## config.mk

```make
export PLATFORM = sky130hd
export DESIGN_NAME = parallel_decoder
export DESIGN_NICKNAME = d
export VERILOG_FILES = /design/src/rtl/parallel_decoder.sv
export SDC_FILE = /design/constraint.sdc
export NUM_CORES = 1
export LEC_CHECK = 0
export ABC_AREA = 1
export CAP_MARGIN = 40
export CORE_ASPECT_RATIO = 0.9
export CORE_UTILIZATION = 40
export CTS_BUF_LIST = sky130_fd_sc_hd__clkbuf_4 sky130_fd_sc_hd__clkbuf_8
export CTS_CLUSTER_DIAMETER = 30
export CTS_CLUSTER_SIZE = 14
export DETAILED_ROUTE_END_ITERATION = 7
export SLEW_MARGIN = 20
export SYNTH_ARGS = -nofsm -noshare
export SYNTH_HDL_FRONTEND = slang
export SYNTH_SLANG_ARGS = --single-unit
```

## constraint.sdc

```tcl
create_clock -name clk_i -period 2.6 [get_ports clk_i]
set_input_delay 0.52 -clock clk_i [delete_from_list [all_inputs] [get_ports clk_i]]
set_output_delay 0.52 -clock clk_i [all_outputs]
set_load 0.01 [all_outputs]
```

## src/rtl/parallel_decoder.sv

```systemverilog
// Count code -> two MSB-first thermometer words (weights 8 and 1), driven as timed pulses.
// Optional PARALLEL_DECODER_SAT_EN: codes above 72 saturate to all-ones and pulse err_o.
module parallel_decoder #(
    parameter int PULSE_CYCLES = 4,
    parameter int GAP_CYCLES   = 1
) (
    input  logic       clk_i,
    input  logic       rst_i,
    input  logic       in_valid_i,
    output logic       in_ready_o,
    input  logic [6:0] code_i,
    output logic [7:0] input_1_o,
    output logic [7:0] input_2_o,
    output logic       drive_o,
    output logic       done_o,
    output logic       busy_o,
    output logic       err_o
);
    typedef enum logic [1:0] {IDLE, DRIVE, GAP} state_t;

    localparam logic [7:0] PULSE_LAST = 8'(PULSE_CYCLES - 1);
    localparam logic [7:0] GAP_LAST   = 8'(GAP_CYCLES - 1);

    state_t     state;
    logic [7:0] cnt;
    logic       buf_valid;
    logic [6:0] buf_code;
    logic       pulse_last, gap_last, pop, push, oor;
    logic [3:0] n1, n2;

    function automatic logic [7:0] therm(input logic [3:0] n);
        logic [7:0] t;
        t = '0;
        for (int i = 0; i < 8; i++) t[7-i] = (i < int'(n));
        return t;
    endfunction

    assign pulse_last = (state == DRIVE) && (cnt == PULSE_LAST);
    assign gap_last   = (state == GAP) && (cnt == GAP_LAST);
    // Buffer is drained on entry from IDLE, at the end of a gap, or back-to-back when no gap.
    assign pop        = buf_valid && ((state == IDLE) || (pulse_last && GAP_CYCLES == 0) || gap_last);
    assign in_ready_o = !buf_valid || pop;
    assign push       = in_valid_i && in_ready_o;
    assign busy_o     = (state != IDLE) || buf_valid;

    always_comb begin
        oor = buf_code > 7'd72;
        n1  = '0;
        n2  = '0;
        if (buf_code <= 7'd64) begin
            n1 = buf_code[6:3];
            n2 = {1'b0, buf_code[2:0]};
        end else if (!oor) begin
            n1 = 4'd8;
            n2 = 4'(buf_code - 7'd64);
        end else begin
`ifdef PARALLEL_DECODER_SAT_EN
            n1 = 4'd8;
            n2 = 4'd8;
`else
            n1 = 4'd0;
            n2 = 4'd0;
`endif
        end
    end

    always_ff @(posedge clk_i) begin
        if (rst_i) begin
            state     <= IDLE;
            cnt       <= '0;
            buf_valid <= 1'b0;
            buf_code  <= '0;
            input_1_o <= '0;
            input_2_o <= '0;
            drive_o   <= 1'b0;
            done_o    <= 1'b0;
            err_o     <= 1'b0;
        end else begin
            done_o <= pulse_last;
`ifdef PARALLEL_DECODER_SAT_EN
            err_o  <= pop && oor;
`else
            err_o  <= 1'b0;
`endif
            if (push) begin
                buf_code  <= code_i;
                buf_valid <= 1'b1;
            end else if (pop) begin
                buf_valid <= 1'b0;
            end

            if (pop) begin
                input_1_o <= therm(n1);
                input_2_o <= therm(n2);
                drive_o   <= 1'b1;
                state     <= DRIVE;
                cnt       <= '0;
            end else begin
                case (state)
                    DRIVE: begin
                        if (pulse_last) begin
                            input_1_o <= '0;
                            input_2_o <= '0;
                            drive_o   <= 1'b0;
                            cnt       <= '0;
                            state     <= (GAP_CYCLES > 0) ? GAP : IDLE;
                        end else begin
                            cnt <= cnt + 8'd1;
                        end
                    end
                    GAP: begin
                        if (gap_last) begin
                            cnt   <= '0;
                            state <= IDLE;
                        end else begin
                            cnt <= cnt + 8'd1;
                        end
                    end
                    default: ;
                endcase
            end
        end
    end
endmodule

```

==> results.txt <==
- The run finished with clean final reports.
- The final max-slew violation count was 0.
- Clock-pin slew was measured on the worst setup and hold paths at 70 ps.
- Via density per instance: between 4 and 5
* Buffers from clock root to sink, at most: 2
* Worst clock skew: just over 5 ps
- Final weighted congestion in routability-driven placement: 0.779
- The first global-routing pass estimated just over 6 mm of wire.
- The worst-case IR drop observed on VDD is roughly 0.00043 V.
* Unrepaired setup endpoints after global routing: no
- Violation count after the first detailed-route iteration: between 70 and 80
* Worst endpoint required time: approximately 2100 ps
- Horiz. Die Dim: ~73 um
* Leakage power: a little over 0.8 nW
- Initial cell density of the core: approximately 43%
- The core region is 0.00421 sq mm.
* GRT overflow: 0
- Detailed routing inserted a total of between 1.5k and 2k vias.
- In this run the worst path has a maximum fanout of 4.
* Endpoint kind of the worst setup timing path: primary output
* Skew-Pair Late Insertion Delay: about 280 ps
- Before antenna repair, the detailed router went through 5 iterations.
- Die outline height: about 66 um
* Post-DP HPWL: roughly 2.7 mm
- Entering global routing, the biggest net connects 22 pins.
* Synth top area share: roughly two fifths
- Root buf cell: sky130_fd_sc_hd__clkbuf_8
* Number of cells on the worst hold path: 2
- Max Clk Rate: between 400 and 500 MHz
* Hold WC Path Type: reg2reg
- Final period util: ~88%
- Most common cell after layout, fill and taps aside: sky130_fd_sc_hd__nand2_1
- The initialized floorplan defines 22 standard-cell rows.
- Post-Syn Area: around 0.0018 sq mm
- Reg-to-reg endpoint: input_1_o[6]
- The number of antenna violations at the first check in global routing came to 0.
- Top library cells by usage in the layout, fill and taps aside: sky130_fd_sc_hd__nand2_1, sky130_fd_sc_hd__dfxtp_1, sky130_fd_sc_hd__clkdlybuf4s50_1
* Number of H-tree levels: 2
* Setup crit start: state[0]
* R2R Path Start: cnt[0]
* Post-route antenna net violation count: 0
* Number of unique standard cell types used by synthesis: 27
- TritonCTS Buffers: 5
- Synthesized netlist cell count: 231
- Total wirelength of the detailed-routed design: roughly 3.6 mm
- Averaged over all synthesized cells, the footprint is just under 8 sq um.
- The number of setup buffers added after CTS is 0.
* Worst reg2reg path depth: 12
- For this run, the register share of the synthesized area comes to 39.6%.
- The number of antenna diodes in the final layout is 0.
* Hold path startpoint: drive_o
* Most area-hungry cell type in the Yosys netlist: sky130_fd_sc_hd__dfxtp_1
- Largest cells by area after synthesis: sky130_fd_sc_hd__dfxtp_1, sky130_fd_sc_hd__nand2_1, sky130_fd_sc_hd__a21oi_1
- For the final routed database, the setup TNS stands at 0 ps.
- GRT Total Usage: between 10% and 20%
- Fraction of layout instances using a drive strength above 1: between 15 and 20%
- Number of sinks handled by clock tree synthesis: 36
* Count of hold buffers inserted by post-cts repair: 0
* Setup slack on the worst flop-to-flop path: approximately 800 ps
* Startpoint-to-endpoint class of the critical path: reg2out
- During synthesis, Yosys emitted a total of 0 warnings.
- Post-cts gate resize count: 0
* Data arrival time at the worst-slack endpoint: roughly 1800 ps
* Number of placed instances with taps included: approximately 310
- Flip-flop and latch count after synthesis: 36
- DR DRC count: 0
- Number of non-filler instances in the completed layout: 320
* Area overhead of the layout relative to synthesis: 21.1%
- Vias in the first global route: around 1.4k
- The clock period could shrink to about 2300 ps.
* Final Hold Violating Endpoints: 0
- Port buffering added 29 buffers.
* Detailed-route wire length per cell: between 10 and 15 um
- TritonCTS clock tree: built
- Overall die area: 0.00482 sq mm
* Reported max-cap violation count: 0
* Final setup violating endpoints: 0
- IO Count: 31
- Total Nets Final: 275
* Net count after synthesis: approximately 250
* Setup crit start kind: register
* PwrDens: 547 mW/mm^2
- For hold timing, the worst endpoint is drive_o.
[stage by stage]
| stage | total power, W | setup WS (ps) | utilization (%) | instance area [sq um] | hold WS, ps |
|---|---|---|---|---|---|
| after floorplan | 0.000742 | 1030 | - | 1820 | 456 |
| after global placement | 0.000797 | 613 | 50.0 | 2110 | 462 |
| after detailed placement | 0.000800 | 603 | 50.0 | 2110 | 463 |
| after CTS | 0.00122 | 283 | 52.3 | 2200 | 473 |
| after global routing | 0.00127 | 175 | 52.3 | 2200 | 491 |
| final | 0.00121 | 300 | 52.3 | 2200 | 467 |
[sequential cells by signal, indices dropped and copies added (netlist names)]
signal     count
drive_o        1
done_o         1
input_2_o      8
input_1_o      8
cnt            8
state          2
buf_valid      1
buf_code       7
[worst max path at each step]
| stage | slack (ps) | depth (start not counted) | to |
|---|---|---|---|
| final | 300 | 7 | in_ready_o |
| after floorplan | 1030 | 9 | cnt[6] |
| after global routing | 180 | 7 | in_ready_o |
| after global placement | 610 | 7 | in_ready_o |
| after CTS | 280 | 7 | in_ready_o |
| after detailed placement | 600 | 7 | in_ready_o |
[cell type report]
cell class	instances	area, sq um
inverter	29	109
tap	60	75.1
clock buffer	7	96.3
sequential	36	721
fill	432	2010
timing repair buffer	30	298
multi-input combinational	158	905
[power breakdown]
group	leakage, nW	switching, W	internal, W
logic	0.473	0.000105	0.0000816
registers	0.294	0.0000202	0.000578
clock network	0.0503	0.000185	0.000236
total	0.817	0.000311	0.000895
[synth_stat cells]
library cell	number
sky130_fd_sc_hd__nand2_1	37
sky130_fd_sc_hd__dfxtp_1	36
sky130_fd_sc_hd__inv_1	25
sky130_fd_sc_hd__a21oi_1	23
sky130_fd_sc_hd__nand3_1	21
sky130_fd_sc_hd__nor2_1	13
sky130_fd_sc_hd__o21ai_0	12
sky130_fd_sc_hd__nand3_2	10
sky130_fd_sc_hd__a21oi_2	9
sky130_fd_sc_hd__nand2_2	7
sky130_fd_sc_hd__ha_1	5
sky130_fd_sc_hd__nor3_1	5
sky130_fd_sc_hd__inv_2	4
sky130_fd_sc_hd__nand4_1	3
sky130_fd_sc_hd__buf_12	2
sky130_fd_sc_hd__buf_4	2
sky130_fd_sc_hd__buf_6	2
sky130_fd_sc_hd__clkbuf_1	2
sky130_fd_sc_hd__nand2_4	2
sky130_fd_sc_hd__nor2_2	2
sky130_fd_sc_hd__nor2_4	2
sky130_fd_sc_hd__xor2_1	2
sky130_fd_sc_hd__conb_1	1
sky130_fd_sc_hd__nand3b_1	1
sky130_fd_sc_hd__o211ai_1	1
sky130_fd_sc_hd__o21ai_1	1
sky130_fd_sc_hd__xnor2_1	1
[layer usage]
layer	global-route usage (%)	share of wire (%)
met1	22.3	52
met2	25.6	42
met3	4.73	4.8
met4	5.88	1.3
met5	0	0
[critical path: stages (launching register included)]
cell and delay [ps]:
sky130_fd_sc_hd__dfxtp_1 320, sky130_fd_sc_hd__inv_1 80, sky130_fd_sc_hd__ha_1 160, sky130_fd_sc_hd__nand2_1 60, sky130_fd_sc_hd__nor2_2 140, sky130_fd_sc_hd__nand2_4 80
sky130_fd_sc_hd__nand3_2 100, sky130_fd_sc_hd__clkdlybuf4s50_1 550
[kinds of logic (layout without fill, tap and decap cells)]
group                    after synthesis  in the layout  synth area share [%]
AO/OA/AOI/OAI                         46             46                  14.6
other                                  1              1                 0.206
XOR/XNOR                               3              3                  1.44
adder cells (fa/ha/maj)                5              5                  3.44
AND/OR/NAND/NOR                      103            103                  30.0
flip-flops                            36             36                  39.6
buffers and inverters                 37             66                  10.7
(Power assumes the default switching activity.)
